$ cat config.mk
export PLATFORM = sky130hd
export DESIGN_NAME = pipe_ctrl_flat
export DESIGN_NICKNAME = d
export VERILOG_FILES = /design/src/rtl/pipe_ctrl_pkg.sv /design/src/rtl/pipe_ctrl_if.sv /design/src/rtl/pipe_ctrl_perf_cnt.sv /design/src/rtl/pipe_ctrl.sv /design/src/flat_wrapper.sv
export SDC_FILE = /design/constraint.sdc
export NUM_CORES = 1
export LEC_CHECK = 0
export ABC_CLOCK_PERIOD_IN_PS = 4100
export BUFFER_PORTS_ARGS = -buffer_cell sky130_fd_sc_hd__buf_2
export CAP_MARGIN = 20
export CORE_ASPECT_RATIO = 1.5
export CORE_MARGIN = 8
export CORE_UTILIZATION = 50
export DETAILED_ROUTE_END_ITERATION = 10
export PLACE_DENSITY = 0.91
export REMOVE_ABC_BUFFERS = 1
export SLEW_MARGIN = 40
export SYNTH_ARGS = -nofsm -noshare
export SYNTH_HDL_FRONTEND = slang
export SYNTH_SLANG_ARGS = --single-unit
$ cat constraint.sdc
create_clock -name clk -period 4.1 [get_ports clk]
set_input_delay 0.41 -clock clk [delete_from_list [all_inputs] [get_ports clk]]
set_output_delay 0.41 -clock clk [all_outputs]
set_load 0.02 [all_outputs]
$ cat src/rtl/pipe_ctrl_pkg.sv
// rtl/pipe_ctrl_pkg.sv - shared state encodings and constants for the pipeline sequencer
package pipe_ctrl_pkg;

   // Sequencer states; encodings are fixed so debug tooling can decode them.
   typedef enum logic [1:0] {
      ST_RUN     = 2'd0,
      ST_FLUSH   = 2'd1,
      ST_MC_WAIT = 2'd2
   } pipe_state_t;

   // Instruction injected by the IF/ID and ID/EX registers when flushed (addi x0, x0, 0).
   localparam logic [31:0] NOP_INSN = 32'h0000_0013;

   localparam int unsigned ADDR_W = 32;
   localparam int unsigned CNT_W  = 32;

   // A jump or an EX hold request both redirect the front end.
   function automatic logic jump_request(input logic jump_en, input logic hold_en);
      return jump_en | hold_en;
   endfunction

endpackage

$ cat src/rtl/pipe_ctrl_if.sv
// rtl/pipe_ctrl_if.sv - request inputs and control/status outputs of the pipeline sequencer
interface pipe_ctrl_if;
   import pipe_ctrl_pkg::*;

   logic              ex_jump_en;
   logic [ADDR_W-1:0] ex_jump_addr;
   logic              ex_hold_en;
   logic              ex_mc_req;
   logic              mc_done;
   logic              bus_stall_req;

   logic              pc_load;
   logic [ADDR_W-1:0] pc_load_addr;
   logic              pc_hold;
   logic              if_id_hold;
   logic              id_ex_hold;
   logic              if_id_flush;
   logic              id_ex_flush;
   logic              mc_start;
   logic              mc_abort;
   logic              err;
   logic [CNT_W-1:0]  stall_cycles;
   logic [CNT_W-1:0]  flush_events;

   // Sequencer side: consumes requests, drives pipeline control.
   modport master (
      input  ex_jump_en, ex_jump_addr, ex_hold_en, ex_mc_req, mc_done, bus_stall_req,
      output pc_load, pc_load_addr, pc_hold, if_id_hold, id_ex_hold,
             if_id_flush, id_ex_flush, mc_start, mc_abort, err,
             stall_cycles, flush_events
   );

   // Pipeline side: issues requests, obeys pipeline control.
   modport slave (
      output ex_jump_en, ex_jump_addr, ex_hold_en, ex_mc_req, mc_done, bus_stall_req,
      input  pc_load, pc_load_addr, pc_hold, if_id_hold, id_ex_hold,
             if_id_flush, id_ex_flush, mc_start, mc_abort, err,
             stall_cycles, flush_events
   );

endinterface

$ cat src/rtl/pipe_ctrl_perf_cnt.sv
// rtl/pipe_ctrl_perf_cnt.sv - 32-bit wrapping event counter with enable
module pipe_ctrl_perf_cnt (
   input  logic        clk,
   input  logic        rst,
   input  logic        en,
   output logic [31:0] count
);

   logic [31:0] cnt_q;
   logic [31:0] cnt_d;

   // Count one per enabled cycle; natural overflow gives the wrap at 2^32.
   always_comb begin
      cnt_d = cnt_q;
      if (en) begin
         cnt_d = cnt_q + 32'd1;
      end
   end

   // Counter register with synchronous clear.
   always_ff @(posedge clk) begin
      if (rst) begin
         cnt_q <= 32'd0;
      end else begin
         cnt_q <= cnt_d;
      end
   end

   assign count = cnt_q;

endmodule

$ cat src/rtl/pipe_ctrl.sv
// rtl/pipe_ctrl.sv - pipeline sequencer: jumps/flush, multi-cycle waits, bus stalls, watchdog
module pipe_ctrl
   import pipe_ctrl_pkg::*;
#(
   parameter int unsigned FLUSH_CYCLES = 1,
   parameter int unsigned MC_TIMEOUT   = 64
) (
   input  logic         clk,
   input  logic         rst,
   pipe_ctrl_if.master  pif
);

   // Remaining FLUSH-state cycles after the jump cycle, minus one (down-counter terminal is 0).
   localparam logic [1:0] FLUSH_LOAD = (FLUSH_CYCLES > 1) ? 2'(FLUSH_CYCLES - 2) : 2'd0;

   localparam int unsigned      WAIT_W    = (MC_TIMEOUT > 2) ? $clog2(MC_TIMEOUT) : 1;
   localparam logic [WAIT_W-1:0] WAIT_LAST = WAIT_W'(MC_TIMEOUT - 1);
   localparam logic [WAIT_W-1:0] WAIT_ONE  = WAIT_W'(1);

   pipe_state_t       state_q, state_d;
   logic [1:0]        flush_cnt_q, flush_cnt_d;
   logic [WAIT_W-1:0] wait_cnt_q, wait_cnt_d;
   logic              err_q, err_d;

   logic              jump_req;
   logic              pc_load;
   logic [ADDR_W-1:0] pc_load_addr;
   logic              hold_all;
   logic              flush_all;
   logic              mc_start;
   logic              mc_abort;
   logic              jump_taken;

   assign jump_req = jump_request(pif.ex_jump_en, pif.ex_hold_en);

   // Next-state and zero-latency control outputs; holds and flushes are mutually exclusive by construction.
   always_comb begin
      state_d      = state_q;
      flush_cnt_d  = flush_cnt_q;
      wait_cnt_d   = wait_cnt_q;
      err_d        = err_q;
      pc_load      = 1'b0;
      pc_load_addr = '0;
      hold_all     = 1'b0;
      flush_all    = 1'b0;
      mc_start     = 1'b0;
      mc_abort     = 1'b0;
      jump_taken   = 1'b0;

      case (state_q)
         ST_RUN: begin
            if (jump_req) begin
               pc_load      = 1'b1;
               pc_load_addr = pif.ex_jump_addr;
               flush_all    = 1'b1;
               jump_taken   = 1'b1;
               if (FLUSH_CYCLES > 1) begin
                  state_d     = ST_FLUSH;
                  flush_cnt_d = FLUSH_LOAD;
               end
            end else if (pif.ex_mc_req) begin
               mc_start   = 1'b1;
               hold_all   = 1'b1;
               state_d    = ST_MC_WAIT;
               wait_cnt_d = '0;
            end else if (pif.bus_stall_req) begin
               hold_all = 1'b1;
            end
         end

         ST_FLUSH: begin
            // EX holds a bubble here, so every request input is deliberately ignored.
            flush_all = 1'b1;
            if (flush_cnt_q == 2'd0) begin
               state_d = ST_RUN;
            end else begin
               flush_cnt_d = flush_cnt_q - 2'd1;
            end
         end

         ST_MC_WAIT: begin
            if (pif.mc_done) begin
               state_d = ST_RUN;
            end else if (wait_cnt_q == WAIT_LAST) begin
               mc_abort = 1'b1;
               err_d    = 1'b1;
               state_d  = ST_RUN;
            end else begin
               hold_all   = 1'b1;
               wait_cnt_d = wait_cnt_q + WAIT_ONE;
            end
         end

         default: begin
            state_d = ST_RUN;
         end
      endcase
   end

   // State, counters and the sticky error flag; err is cleared only by reset.
   always_ff @(posedge clk) begin
      if (rst) begin
         state_q     <= ST_RUN;
         flush_cnt_q <= 2'd0;
         wait_cnt_q  <= '0;
         err_q       <= 1'b0;
      end else begin
         state_q     <= state_d;
         flush_cnt_q <= flush_cnt_d;
         wait_cnt_q  <= wait_cnt_d;
         err_q       <= err_d;
      end
   end

   pipe_ctrl_perf_cnt u_stall_cnt (
      .clk   (clk),
      .rst   (rst),
      .en    (hold_all),
      .count (pif.stall_cycles)
   );

   pipe_ctrl_perf_cnt u_flush_cnt (
      .clk   (clk),
      .rst   (rst),
      .en    (jump_taken),
      .count (pif.flush_events)
   );

   assign pif.pc_load      = pc_load;
   assign pif.pc_load_addr = pc_load_addr;
   assign pif.pc_hold      = hold_all;
   assign pif.if_id_hold   = hold_all;
   assign pif.id_ex_hold   = hold_all;
   assign pif.if_id_flush  = flush_all;
   assign pif.id_ex_flush  = flush_all;
   assign pif.mc_start     = mc_start;
   assign pif.mc_abort     = mc_abort;
   assign pif.err          = err_q;

endmodule
$ cat src/flat_wrapper.sv
// flat-port wrapper written by rule: the top's interface ports become plain ports
module pipe_ctrl_flat import pipe_ctrl_pkg::*;
#(
   parameter int unsigned FLUSH_CYCLES = 1,
   parameter int unsigned MC_TIMEOUT   = 64
)
  (clk, rst, pif_ex_jump_en, pif_ex_jump_addr, pif_ex_hold_en, pif_ex_mc_req, pif_mc_done, pif_bus_stall_req, pif_pc_load, pif_pc_load_addr, pif_pc_hold, pif_if_id_hold, pif_id_ex_hold, pif_if_id_flush, pif_id_ex_flush, pif_mc_start, pif_mc_abort, pif_err, pif_stall_cycles, pif_flush_events);
  pipe_ctrl_if pif_i ();
  input  logic clk;
  input  logic rst;
  input wire logic [$bits(pif_i.ex_jump_en)-1:0] pif_ex_jump_en;
  input wire logic [$bits(pif_i.ex_jump_addr)-1:0] pif_ex_jump_addr;
  input wire logic [$bits(pif_i.ex_hold_en)-1:0] pif_ex_hold_en;
  input wire logic [$bits(pif_i.ex_mc_req)-1:0] pif_ex_mc_req;
  input wire logic [$bits(pif_i.mc_done)-1:0] pif_mc_done;
  input wire logic [$bits(pif_i.bus_stall_req)-1:0] pif_bus_stall_req;
  output wire logic [$bits(pif_i.pc_load)-1:0] pif_pc_load;
  output wire logic [$bits(pif_i.pc_load_addr)-1:0] pif_pc_load_addr;
  output wire logic [$bits(pif_i.pc_hold)-1:0] pif_pc_hold;
  output wire logic [$bits(pif_i.if_id_hold)-1:0] pif_if_id_hold;
  output wire logic [$bits(pif_i.id_ex_hold)-1:0] pif_id_ex_hold;
  output wire logic [$bits(pif_i.if_id_flush)-1:0] pif_if_id_flush;
  output wire logic [$bits(pif_i.id_ex_flush)-1:0] pif_id_ex_flush;
  output wire logic [$bits(pif_i.mc_start)-1:0] pif_mc_start;
  output wire logic [$bits(pif_i.mc_abort)-1:0] pif_mc_abort;
  output wire logic [$bits(pif_i.err)-1:0] pif_err;
  output wire logic [$bits(pif_i.stall_cycles)-1:0] pif_stall_cycles;
  output wire logic [$bits(pif_i.flush_events)-1:0] pif_flush_events;
  assign pif_i.ex_jump_en = pif_ex_jump_en;
  assign pif_i.ex_jump_addr = pif_ex_jump_addr;
  assign pif_i.ex_hold_en = pif_ex_hold_en;
  assign pif_i.ex_mc_req = pif_ex_mc_req;
  assign pif_i.mc_done = pif_mc_done;
  assign pif_i.bus_stall_req = pif_bus_stall_req;
  assign pif_pc_load = pif_i.pc_load;
  assign pif_pc_load_addr = pif_i.pc_load_addr;
  assign pif_pc_hold = pif_i.pc_hold;
  assign pif_if_id_hold = pif_i.if_id_hold;
  assign pif_id_ex_hold = pif_i.id_ex_hold;
  assign pif_if_id_flush = pif_i.if_id_flush;
  assign pif_id_ex_flush = pif_i.id_ex_flush;
  assign pif_mc_start = pif_i.mc_start;
  assign pif_mc_abort = pif_i.mc_abort;
  assign pif_err = pif_i.err;
  assign pif_stall_cycles = pif_i.stall_cycles;
  assign pif_flush_events = pif_i.flush_events;
  pipe_ctrl #(.FLUSH_CYCLES(FLUSH_CYCLES), .MC_TIMEOUT(MC_TIMEOUT)) u_core (.clk(clk), .rst(rst), .pif(pif_i));
endmodule
; ---- After elaboration in Yosys (flattened, before gate mapping)
; Index checks and enable logic that the tools add are counted.
; Widths: inputs -> output; s select.
[op_classes]
add_sub_neg = 4
n_eq_ne = 9
mux = 28
n_bitwise = 3
reduce_logical = 7
[ops]
columns = cell, count
row1 = $add 32x1->32 const B, 2
row2 = $mux 32, 2
row3 = $mux 6, 4
row4 = $mux 1, 13
row5 = $pmux 6 s2, 1
row6 = $mux 2, 5
row7 = $ne 2x2->1 const B, 4
row8 = $add 6x1->6 const B, 1
row9 = $eq 6x6->1 const B, 1
row10 = $pmux 2 s3, 1
row11 = $reduce_and 5->1, 1
row12 = $logic_not 2->1, 2
row13 = $pmux 1 s2, 2
row14 = $reduce_and 4->1, 1
row15 = $ne 3x2->1 const B, 1
row16 = $reduce_and 3->1, 1
row17 = $eq 2x1->1 const B, 1
row18 = $eq 2x2->1 const B, 1
row19 = $ne 2x1->1 const B, 1
row20 = $not 1->1, 2
row21 = $reduce_and 2->1, 1
row22 = $reduce_bool 2->1, 1
row23 = $sub 2x1->2 const B, 1
row24 = $or 1x1->1, 1
[word_totals]
register_bits = 75

; ---- Depth between registers and ports, before layout
; Gate-level depths: netlist of run 1.
[depth]
depth_word = 4
depth_mapped = 8

; ---- Cells and area by module
; From an unflattened synthesis of run 1, not the netlist that was laid out.
[hier_totals]
cells_unflattened = 455
area_unflattened_um2 = 3791.1
[modules_own_cells]
columns = mod, instances, cells_per_inst, area_per_inst_um2, seq_area_each_um2
row1 = pipe_ctrl_perf_cnt, 2, 181, 1564.0, 640.6
row2 = pipe_ctrl, 1, 93, 663.1, 160.2

; ---- Worst setup path after synthesis of run 1
; No wires, ideal clock.
[synth_timing]
path_kind = flip-flop to output port
from = reg u_core.wait_cnt_q[0]
to = out pif_if_id_hold
t_arrival_ns = 1.785
required_ns = 3.690
slack_ns = 1.905
stages_incl_launch_ff = 8
path_cell_list = dfxtp_1 > ha_1 > nand3_1 > o21ai_1 > buf_2 > buf_2 > nand2_1 > buf_4
[synth_via]
elab_chain_len = 4
[synth_rtl]
columns = item, line
row1 = start: declaration, pipe_ctrl.sv:22  ; logic [WAIT_W-1:0] wait_cnt_q, wait_cnt_d;
row2 = start signal: assignment, pipe_ctrl.sv:110  ; wait_cnt_q <= wait_cnt_d;
row3 = $eq 6x6->1, pipe_ctrl.sv:84  ; end else if (wait_cnt_q == WAIT_LAST) begin
row4 = $mux 1, pipe_ctrl.sv:84
row5 = $mux 1, pipe_ctrl.sv:82  ; if (pif.mc_done) begin
row6 = $pmux 1 s2, pipe_ctrl.sv:50  ; case (state_q)
row7 = end: declaration, flat_wrapper.sv:20  ; output wire logic [$bits(pif_i.if_id_hold)-1:0] pif_if_id_hold;
; No other way between the ends.

; ---- Final worst setup path of run 1
[layout_timing]
from = reg u_core.state_q[1]
to = out pif_pc_load_addr[9]
[layout_via]
elab_chain_len = 2
[layout_rtl]
columns = item, line
row1 = start: declaration, pipe_ctrl.sv:20  ; pipe_state_t state_q, state_d;
row2 = start signal: assignment, pipe_ctrl.sv:108  ; state_q <= state_d;
row3 = $logic_not 2->1, pipe_ctrl.sv:50
row4 = $mux 32, pipe_ctrl.sv:50
row5 = end: declaration, flat_wrapper.sv:18  ; output wire logic [$bits(pif_i.pc_load_addr)-1:0] pif_pc_load_addr;
; No other way between the ends.

==> results.ini, run 1 <==
[place]
numPortBuffers=143
routabilityCongestion=0.8337
dp_cells=664
place_hpwl_um=7901

[route]
routed_wl_um=10370
ant_nets=0
wl_per_cell_um=15.32
vias=3595
first_pass_iters=4
vias_per_cell=5.310
drt_iter0_markers=112
drc=0

[global_route]
grt_max_degree=41
grt_pass1_wl_um=16970
grt_antenna_before_repair=0
grt_overflow=0
first_global_vias=3605
grt_util_all_layers_pct=19.51

[hold_path]
hold_class=register to register

[pwr]
peakVddDrop_mv=0.2737
powerDensity_nw_per_um2=326.3
power.total_mw=1.560
p_leak_nw=1.995

[cts]
ctsResizeCount=0
cts.clk_slew.worst_paths_ns=0.05
clk_root_buffer_cell=clkbuf_16
cts_hold_buf=0
cts_buffer_depth=2
clk_latency_ns=0.32
cts_sinks=72
h-tree-depth=3
cts_setup_buffers=0
cts_tree=done
cts-buffers-inserted=9

[sta]
final-hold-violation-count=0
fin_crit_ns=2.670
finalSetupViolCount=0
fmax_ghz=0.3745
slew-limit-headroom_pct=51.06
period_share_pct=65.13
tightest_slew_ns=0.7296
rsz0062_at_grt=false
fin_skew_ns=0.006358
setup_tns_ns=0
holdWs_ns=0.4850
drv_slew=0

[die]
pin_count=144
start_util_pct=50.56
die_h_um=122.4
fp.dieW_um=86.95
die_area_um2=10640
coreArea_um2=7466
rows=39

[finish]
stdcell_count=677
final_cell_mix=buf_2, dfxtp_1, nor2_1
diodes=0
layout-drive-gt1-share_pct=32.70
nFillCells=624
area_growth_pct=26.68
layout.nets=615
layout_commonest_cell=buf_2

[critical_path]
path_max_fanout=40
worstPathArrival_ns=2.26
worstSetupEndpointType=primary output
required_ns=3.69
start_kind=register
critPathKind=register to primary output

[yosys]
netlist-cell-type-count=46
synth-main-ff-cell=dfxtp_1
postSynth.asyncResetShare_pct=0
synth.area.top_cells=dfxtp_1, xnor2_1, nor2_1
syn_area_um2=3775
yosys_warnings=0
synth-edff-count=0
syn_inst=443
seq_area_frac_synth_pct=38.18
synth_top_cell_by_area=dfxtp_1
synth.top_cell.area_share_pct=38.18
synth_seq_cells=72
avgSynthCellArea_um2=8.521

[outcome]
status=finished, final reports clean

[run]
max_cap_violations=0

-- per-layer routing --
layer  track usage, %  vias to the layer above  share of wire, %
li1                 -                     1796                 -
met1            20.53                     1675                39
met2            36.19                      112                53
met3            5.429                       12               5.9
met4            6.277                        0               1.3
met5                0                        -                 0
-- path summary, 6_finish.rpt --
check                                        from                          end  slack, ns  cells after the start
worst min-delay path               u_core.pif.err               u_core.pif.err       0.48                      1
worst max-delay path            u_core.state_q[1]          pif_pc_load_addr[9]       1.43                      4
worst min register to register     u_core.pif.err               u_core.pif.err       0.48                      1
worst max register to register  u_core.state_q[1]  u_core.u_flush_cnt.count[8]       1.63                      6
-- Yosys cell counts, types with 3 or more instances --
master and n:
nand3_1 29, nand4_1 19, buf_2 9, nor4b_1 3, buf_4 4, and3_1 8, nor2_1 66, a211oi_1 4
xor2_1 22, clkbuf_1 15, dfxtp_1 72, xnor2_1 31, inv_1 6, and2_1 35, a2111oi_2 13, or3_1 6
ha_1 3, nor3_1 3, and4_1 6, o21ai_0 6, a21oi_1 26, nand2_1 26
-- state kept, by name (all words and copies together) (netlist names) --
name                      cells
u_core.pif.err                1
u_core.state_q                1
u_core.u_flush_cnt.count     32
u_core.u_stall_cnt.count     32
u_core.wait_cnt_q             6
-- where the power goes --
group,internal (mW),switching [mW]
Clock,0.431,0.259
Combinational,0.0566,0.102
Sequential,0.706,0.00643
Total,1.19,0.367
-- per-stage QoR --
step	util, %	setup WS, ns	cell area [µm²]
CTS	64.05	1.678	4782
global route	64.05	1.239	4782
global placement	60.55	1.764	4521
finish	64.05	1.430	4782
floorplan	-	0.4134	3636
detailed placement	60.55	1.664	4521
-- cell type report --
cell class	count	area [µm²]	area share (%)
Inverter	6	22.52	0.4710
Clock inverter	1	5.005	0.1047
Sequential cell	72	1441	30.14
Multi-Input combinational cell	336	2176	45.50
Clock buffer	12	256.5	5.364
Tap cell	102	127.6	2.669
Timing Repair Buffer	148	753.2	15.75
-- worst max-delay path, stage by stage, from the launching register on --
cell	delay, ns
dfxtp_1	0.46
o21bai_1	0.22
clkinv_1	0.65
and2_1	0.45
buf_2	0.16
-- cells by family (layout without fill, tap and decap cells) --
kind of cell | Yosys count | after routing | share of synthesized area, %
XOR/XNOR | 53 | 53 | 12.30
adder cells (fa/ha/maj) | 3 | 3 | 0.9945
flip-flops | 72 | 72 | 38.18
AO/OA/AOI/OAI | 59 | 59 | 12.56
buffers and inverters | 35 | 167 | 4.276
AND/OR/NAND/NOR | 221 | 221 | 31.69
Note: power is estimated with default switching activity, not from simulation.
==> run 2, diff against run 1 <==
--- a/config.mk
+++ b/config.mk
@@ -5,14 +5,14 @@
 export SDC_FILE = /design/constraint.sdc
 export NUM_CORES = 1
 export LEC_CHECK = 0
-export ABC_CLOCK_PERIOD_IN_PS = 4100
+export ABC_CLOCK_PERIOD_IN_PS = 2200
 export BUFFER_PORTS_ARGS = -buffer_cell sky130_fd_sc_hd__buf_2
 export CAP_MARGIN = 20
 export CORE_ASPECT_RATIO = 1.5
 export CORE_MARGIN = 8
-export CORE_UTILIZATION = 50
+export CORE_UTILIZATION = 45
 export DETAILED_ROUTE_END_ITERATION = 10
-export PLACE_DENSITY = 0.91
+export PLACE_DENSITY = 0.87
 export REMOVE_ABC_BUFFERS = 1
 export SLEW_MARGIN = 40
 export SYNTH_ARGS = -nofsm -noshare
==> constraint.sdc (replaced) <==
create_clock -name clk -period 2.2 [get_ports clk]
set_input_delay 0.22 -clock clk [delete_from_list [all_inputs] [get_ports clk]]
set_output_delay 0.22 -clock clk [all_outputs]
set_load 0.02 [all_outputs]
==> results.ini, run 2 (synthesis results as in run 1) <==
[outcome]
status=finished, final reports clean

[die]
start_util_pct=45.71  ; -4.9 points
coreArea_um2=8259  ; +11%
die_h_um=128.2  ; +4.7%
pin_count=144  ; unchanged
die_area_um2=11640  ; +9.3%
rows=41  ; +5.1%
fp.dieW_um=90.78  ; +4.4%

[critical_path]
worstSetupEndpointType=register
worst_path_dominant_cell_family=compound AO/OA/AOI/OAI gates
path_max_fanout=9  ; -78%
worstPathBufferInverterCount=1  ; -1
critPathSlowestCell=or4_1
required_ns=2.45  ; -1.24 ns
critPathKind=register to register
cp_slowest_stage_delay_ns=0.40  ; -0.25 ns
start_kind=register
path_cells=ha_1, nand3_1, o21ai_4, buf_4, a211o_4, or4_1, a21oi_1
worstPathArrival_ns=2.34  ; +0.08 ns

[finish]
layout-drive-gt1-share_pct=34.75  ; +2.1 points
area_growth_pct=30.96
layout_commonest_cell=buf_2
layout.nets=628  ; +2.1%
final_cell_mix=buf_2, dfxtp_1, nor2_1
stdcell_count=697  ; +3.0%
diodes=0  ; unchanged

[pwr]
p_seq_share_pct=42.7  ; -2.9 points
p_leak_nw=2.083  ; +4.4%
power_frac_comb_pct=9.9  ; -0.2 points
sw_frac_of_total_pct=23.24  ; -0.29 points
peakVddDrop_mv=0.4537  ; +66%
power_frac_clock_pct=47.4  ; +3.2 points
powerDensity_nw_per_um2=628.8  ; +93%
p_int_mw=2.386  ; +100%
power.total_mw=3.108  ; +99%
switching_power_uw=722.5  ; +97%

[sta]
drv_slew=0  ; unchanged
holdWs_ns=0.3275  ; -0.1574 ns
fmax_ghz=0.4778
finalWorstSetupSlack_ns=0.1071  ; -1.323 ns
final-hold-violation-count=0  ; unchanged
fin_skew_ns=0.006369  ; +0.00001102 ns
tightest_slew_ns=0.5778  ; -0.1518 ns
rsz0062_at_grt=false
period_share_pct=95.13
fin_crit_ns=2.093
finalSetupViolCount=0  ; unchanged
setup_tns_ns=0  ; unchanged
slew-limit-headroom_pct=61.48  ; +10 points

[cts]
cts_sinks=72  ; unchanged
cts_buffer_depth=2  ; unchanged
cts.clk_slew.worst_paths_ns=0.05  ; about the same
cts_tree=done
h-tree-depth=3  ; unchanged
clk_latency_ns=0.33  ; about the same
cts_hold_buf=0  ; unchanged
clk_root_buffer_cell=clkbuf_16
cts-buffers-inserted=9  ; unchanged

[route]
vias=3778  ; +5.1%
ant_nets=0  ; unchanged
vias_per_cell=5.420  ; +2.1%
first_pass_iters=5  ; +1
drc=0  ; unchanged
drt_iter0_markers=173  ; +54%
routed_wl_um=11230  ; +8.3%
wl_per_cell_um=16.12  ; +5.2%

[global_route]
grt_util_all_layers_pct=19.16  ; -0.35 points
grt_overflow=0  ; unchanged
grt_pass1_wl_um=18550  ; +9.3%
grt_max_degree=39  ; -4.9%
first_global_vias=3744  ; +3.9%
grt_antenna_before_repair=0  ; unchanged

[hold_path]
hold_class=input port to register

[place]
pre_cts_slack_ns=0.04999  ; -1.614 ns
numPortBuffers=143  ; unchanged
routabilityCongestion=0.8263  ; -0.89%
dp_cells=679  ; +2.3%
place_hpwl_um=8537  ; +8.1%

[run]
max_cap_violations=0  ; unchanged

[run 2: cell type report]
| cell class | instances | area, µm² |
|---|---|---|
| clock buffer | 12 | 266.5 |
| clock inverter | 3 | 40.04 |
| fill | 700 | 3316 |
| inverter | 6 | 22.52 |
| multi-input combinational | 336 | 2188 |
| sequential | 72 | 1441 |
| tap | 107 | 133.9 |
| timing repair buffer | 161 | 850.8 |
[run 2: worst paths after layout]
kind,startpoint,end,slack [ns],cells past startpoint
hold / removal,pif_ex_jump_en,u_core.u_flush_cnt.count[1],0.33,4
setup reg to reg,u_core.wait_cnt_q[0],u_core.u_stall_cnt.count[16],0.11,7
setup / recovery,u_core.wait_cnt_q[0],u_core.u_stall_cnt.count[16],0.11,7
hold reg to reg,u_core.pif.err,u_core.pif.err,0.48,1
[run 2: worst register-to-register path, stage by stage (launching register included)]
cell and delay (ns):
dfxtp_1 0.34, ha_1 0.25, nand3_1 0.20, o21ai_4 0.11, buf_4 0.18, a211o_4 0.37, or4_1 0.40, a21oi_1 0.17
[run 2: repair_timing]
item | CTS | global route
resized for setup | 1 | 1
buffers inserted | 3 | 0
pin swaps | 1 | 0
setup endpoints to repair | 3 | 2
[run 2: metrics by stage]
stage | util, % | cell area, µm²
2_1_floorplan | - | 3636
6_report | 59.85 | 4943
3_3_place_gp | 55.72 | 4602
3_5_place_dp | 55.72 | 4602
5_1_grt | 59.85 | 4943
4_1_cts | 59.79 | 4938
[run 2: power by group through the flow]
stage	combinational, mW	sequential [mW]	clock (mW)
after floorplan	0.151	1.36	0
after global placement	0.299	1.35	0
after global routing	0.330	1.33	1.56
final	0.308	1.33	1.47
after CTS	0.310	1.33	1.50
after detailed placement	0.306	1.35	0
[run 2: metal layers]
metal	wire length, µm	vias up	global-route usage, %
met5	0	-	0
met3	574	24	4.689
li1	-	1813	-
met2	6095	114	35.26
met4	260	0	8.325
met1	4303	1827	20.13
==> run 3, diff against run 2 <==
--- a/config.mk
+++ b/config.mk
@@ -9,7 +9,7 @@
 export BUFFER_PORTS_ARGS = -buffer_cell sky130_fd_sc_hd__buf_2
 export CAP_MARGIN = 20
 export CORE_ASPECT_RATIO = 1.5
-export CORE_MARGIN = 8
+export CORE_MARGIN = 2
 export CORE_UTILIZATION = 45
 export DETAILED_ROUTE_END_ITERATION = 10
 export PLACE_DENSITY = 0.87
==> results.ini, run 3 (synthesis results as in run 1) <==
[outcome]
status=finished, final reports clean

[finish]
design_area_um2=4935  ; -0.18%
layout-drive-gt1-share_pct=34.47  ; -0.28 points
layout.nets=626  ; -0.32%
stdcell_count=694  ; -0.43%
area_growth_pct=30.73
layout_commonest_cell=buf_2
diodes=0  ; unchanged
finalCoreUtilization_pct=61.24  ; +1.4 points
final_cell_mix=buf_2, dfxtp_1, nor2_1

[die]
fp.dieW_um=78.78  ; -13%
pin_count=144  ; unchanged
rows=40  ; -2.4%
start_util_pct=46.85  ; +1.1 points
die_area_um2=9152  ; -21%
coreArea_um2=8058  ; -2.4%
die_h_um=116.2  ; -9.4%

[sta]
period_share_pct=93.71  ; -1.4 points
finalSetupViolCount=0  ; unchanged
tightest_slew_ns=0.6528  ; +0.07500 ns
fin_skew_ns=0.003812  ; -0.002557 ns
drv_slew=0  ; unchanged
finalWorstSetupSlack_ns=0.1383  ; +0.03123 ns
fmax_ghz=0.4850  ; +1.5%
final-hold-violation-count=0  ; unchanged
fin_crit_ns=2.062  ; -0.03123 ns
slew-limit-headroom_pct=55.87  ; -5.6 points

[place]
numPortBuffers=143  ; unchanged
dp_cells=674  ; -0.74%
pre_cts_slack_ns=0.08692  ; +0.03692 ns
routabilityCongestion=0.8341  ; +0.94%
place_hpwl_um=7553  ; -12%
post_dp_cell_area_um2=4577  ; -0.54%

[cts]
clk_latency_ns=0.33  ; about the same
clk_root_buffer_cell=clkbuf_16
cts_tree=done
cts_sinks=72  ; unchanged
cts_buffer_depth=2  ; unchanged
h-tree-depth=3  ; unchanged
cts_hold_buf=0  ; unchanged
cts-buffers-inserted=9  ; unchanged
cts.clk_slew.worst_paths_ns=0.05  ; about the same

[global_route]
grt_max_degree=39  ; unchanged
grt_util_all_layers_pct=22.74  ; +3.6 points
grt_overflow=0  ; unchanged
grt_antenna_before_repair=0  ; unchanged
grt_pass1_wl_um=16620  ; -10%
first_global_vias=3499  ; -6.5%

[critical_path]
critPathKind=register to register
worstSetupEndpointType=register
required_ns=2.40  ; -0.05 ns
path_max_fanout=13  ; +4
start_kind=register
worstPathArrival_ns=2.26  ; -0.08 ns

[route]
wl_per_cell_um=14.81  ; -8.1%
ant_nets=0  ; unchanged
vias=3716  ; -1.6%
drc=0  ; unchanged
drt_iter0_markers=153  ; -12%
first_pass_iters=4  ; -1
routed_wl_um=10280  ; -8.5%
vias_per_cell=5.354  ; -1.2%

[pwr]
peakVddDrop_mv=0.4140  ; -8.7%
powerDensity_nw_per_um2=626.4  ; -0.38%
p_leak_nw=2.073  ; -0.47%

[hold_path]
hold_class=input port to register

[run]
max_cap_violations=0  ; unchanged

[run 3: changes by cell type in the layout (fill, tap and decap cells not counted)]
cell / change
nand2_1: -1
clkbuf_1: +2
nand2_2: +1
clkbuf_8: -1
buf_4: -3
buf_12: +1
[run 3: stage by stage]
step	power, mW	hold slack (ns)	setup TNS [ns]
2_1_floorplan	1.514	0.2891	-26.23
3_3_place_gp	1.648	0.4620	0
3_5_place_dp	1.655	0.4639	0
4_1_cts	3.103	0.2393	0
5_1_grt	3.202	0.2563	-0.002539
6_report	3.091	0.2437	0
[run 3: worst max-delay path, stage by stage (launching register included)]
cell and delay, ns:
dfxtp_1 0.38, ha_1 0.23, nand3_1 0.18, o21ai_4 0.35, buf_12 0.16, buf_4 0.24
a2111oi_2 0.12, xnor2_1 0.20, nor2_1 0.07
[run 3: worst paths after layout]
kind | from | endpoint | slack [ns] | depth (start not counted)
worst max register to register | u_core.wait_cnt_q[0] | u_core.u_stall_cnt.count[29] | 0.14 | 8
worst min-delay path | rst | u_core.u_stall_cnt.count[19] | 0.24 | 2
worst max-delay path | u_core.wait_cnt_q[0] | u_core.u_stall_cnt.count[29] | 0.14 | 8
worst min register to register | u_core.pif.err | u_core.pif.err | 0.47 | 1
[run 3: layout make-up]
| cell class | instances | area, µm² |
|---|---|---|
| clock inverter | 3 | 40.04 |
| timing repair buffer | 159 | 848.3 |
| sequential | 72 | 1441 |
| tap | 105 | 131.4 |
| clock buffer | 13 | 260.3 |
| fill | 673 | 3123 |
| inverter | 6 | 22.52 |
| multi-input combinational | 336 | 2191 |
[run 3: power breakdown]
group / internal (mW) / switching, mW
Sequential: 1.31 / 0.0121
Clock: 0.936 / 0.521
Combinational: 0.114 / 0.194
Total: 2.36 / 0.727
[run 3: what timing repair did]
action,4_1_cts,5_1_grt
gates resized for setup,1,2
pin swaps,0,1
buffers inserted,0,4
setup endpoints to repair,3,3
[run 3: routing by layer]
layer	wire (µm)	part of all wire, %	GRT usage, %
met3	432	4.2	3.709
met2	5438	53	40.68
met1	4177	41	27.26
met5	0	0	0
met4	233	2.3	8.655
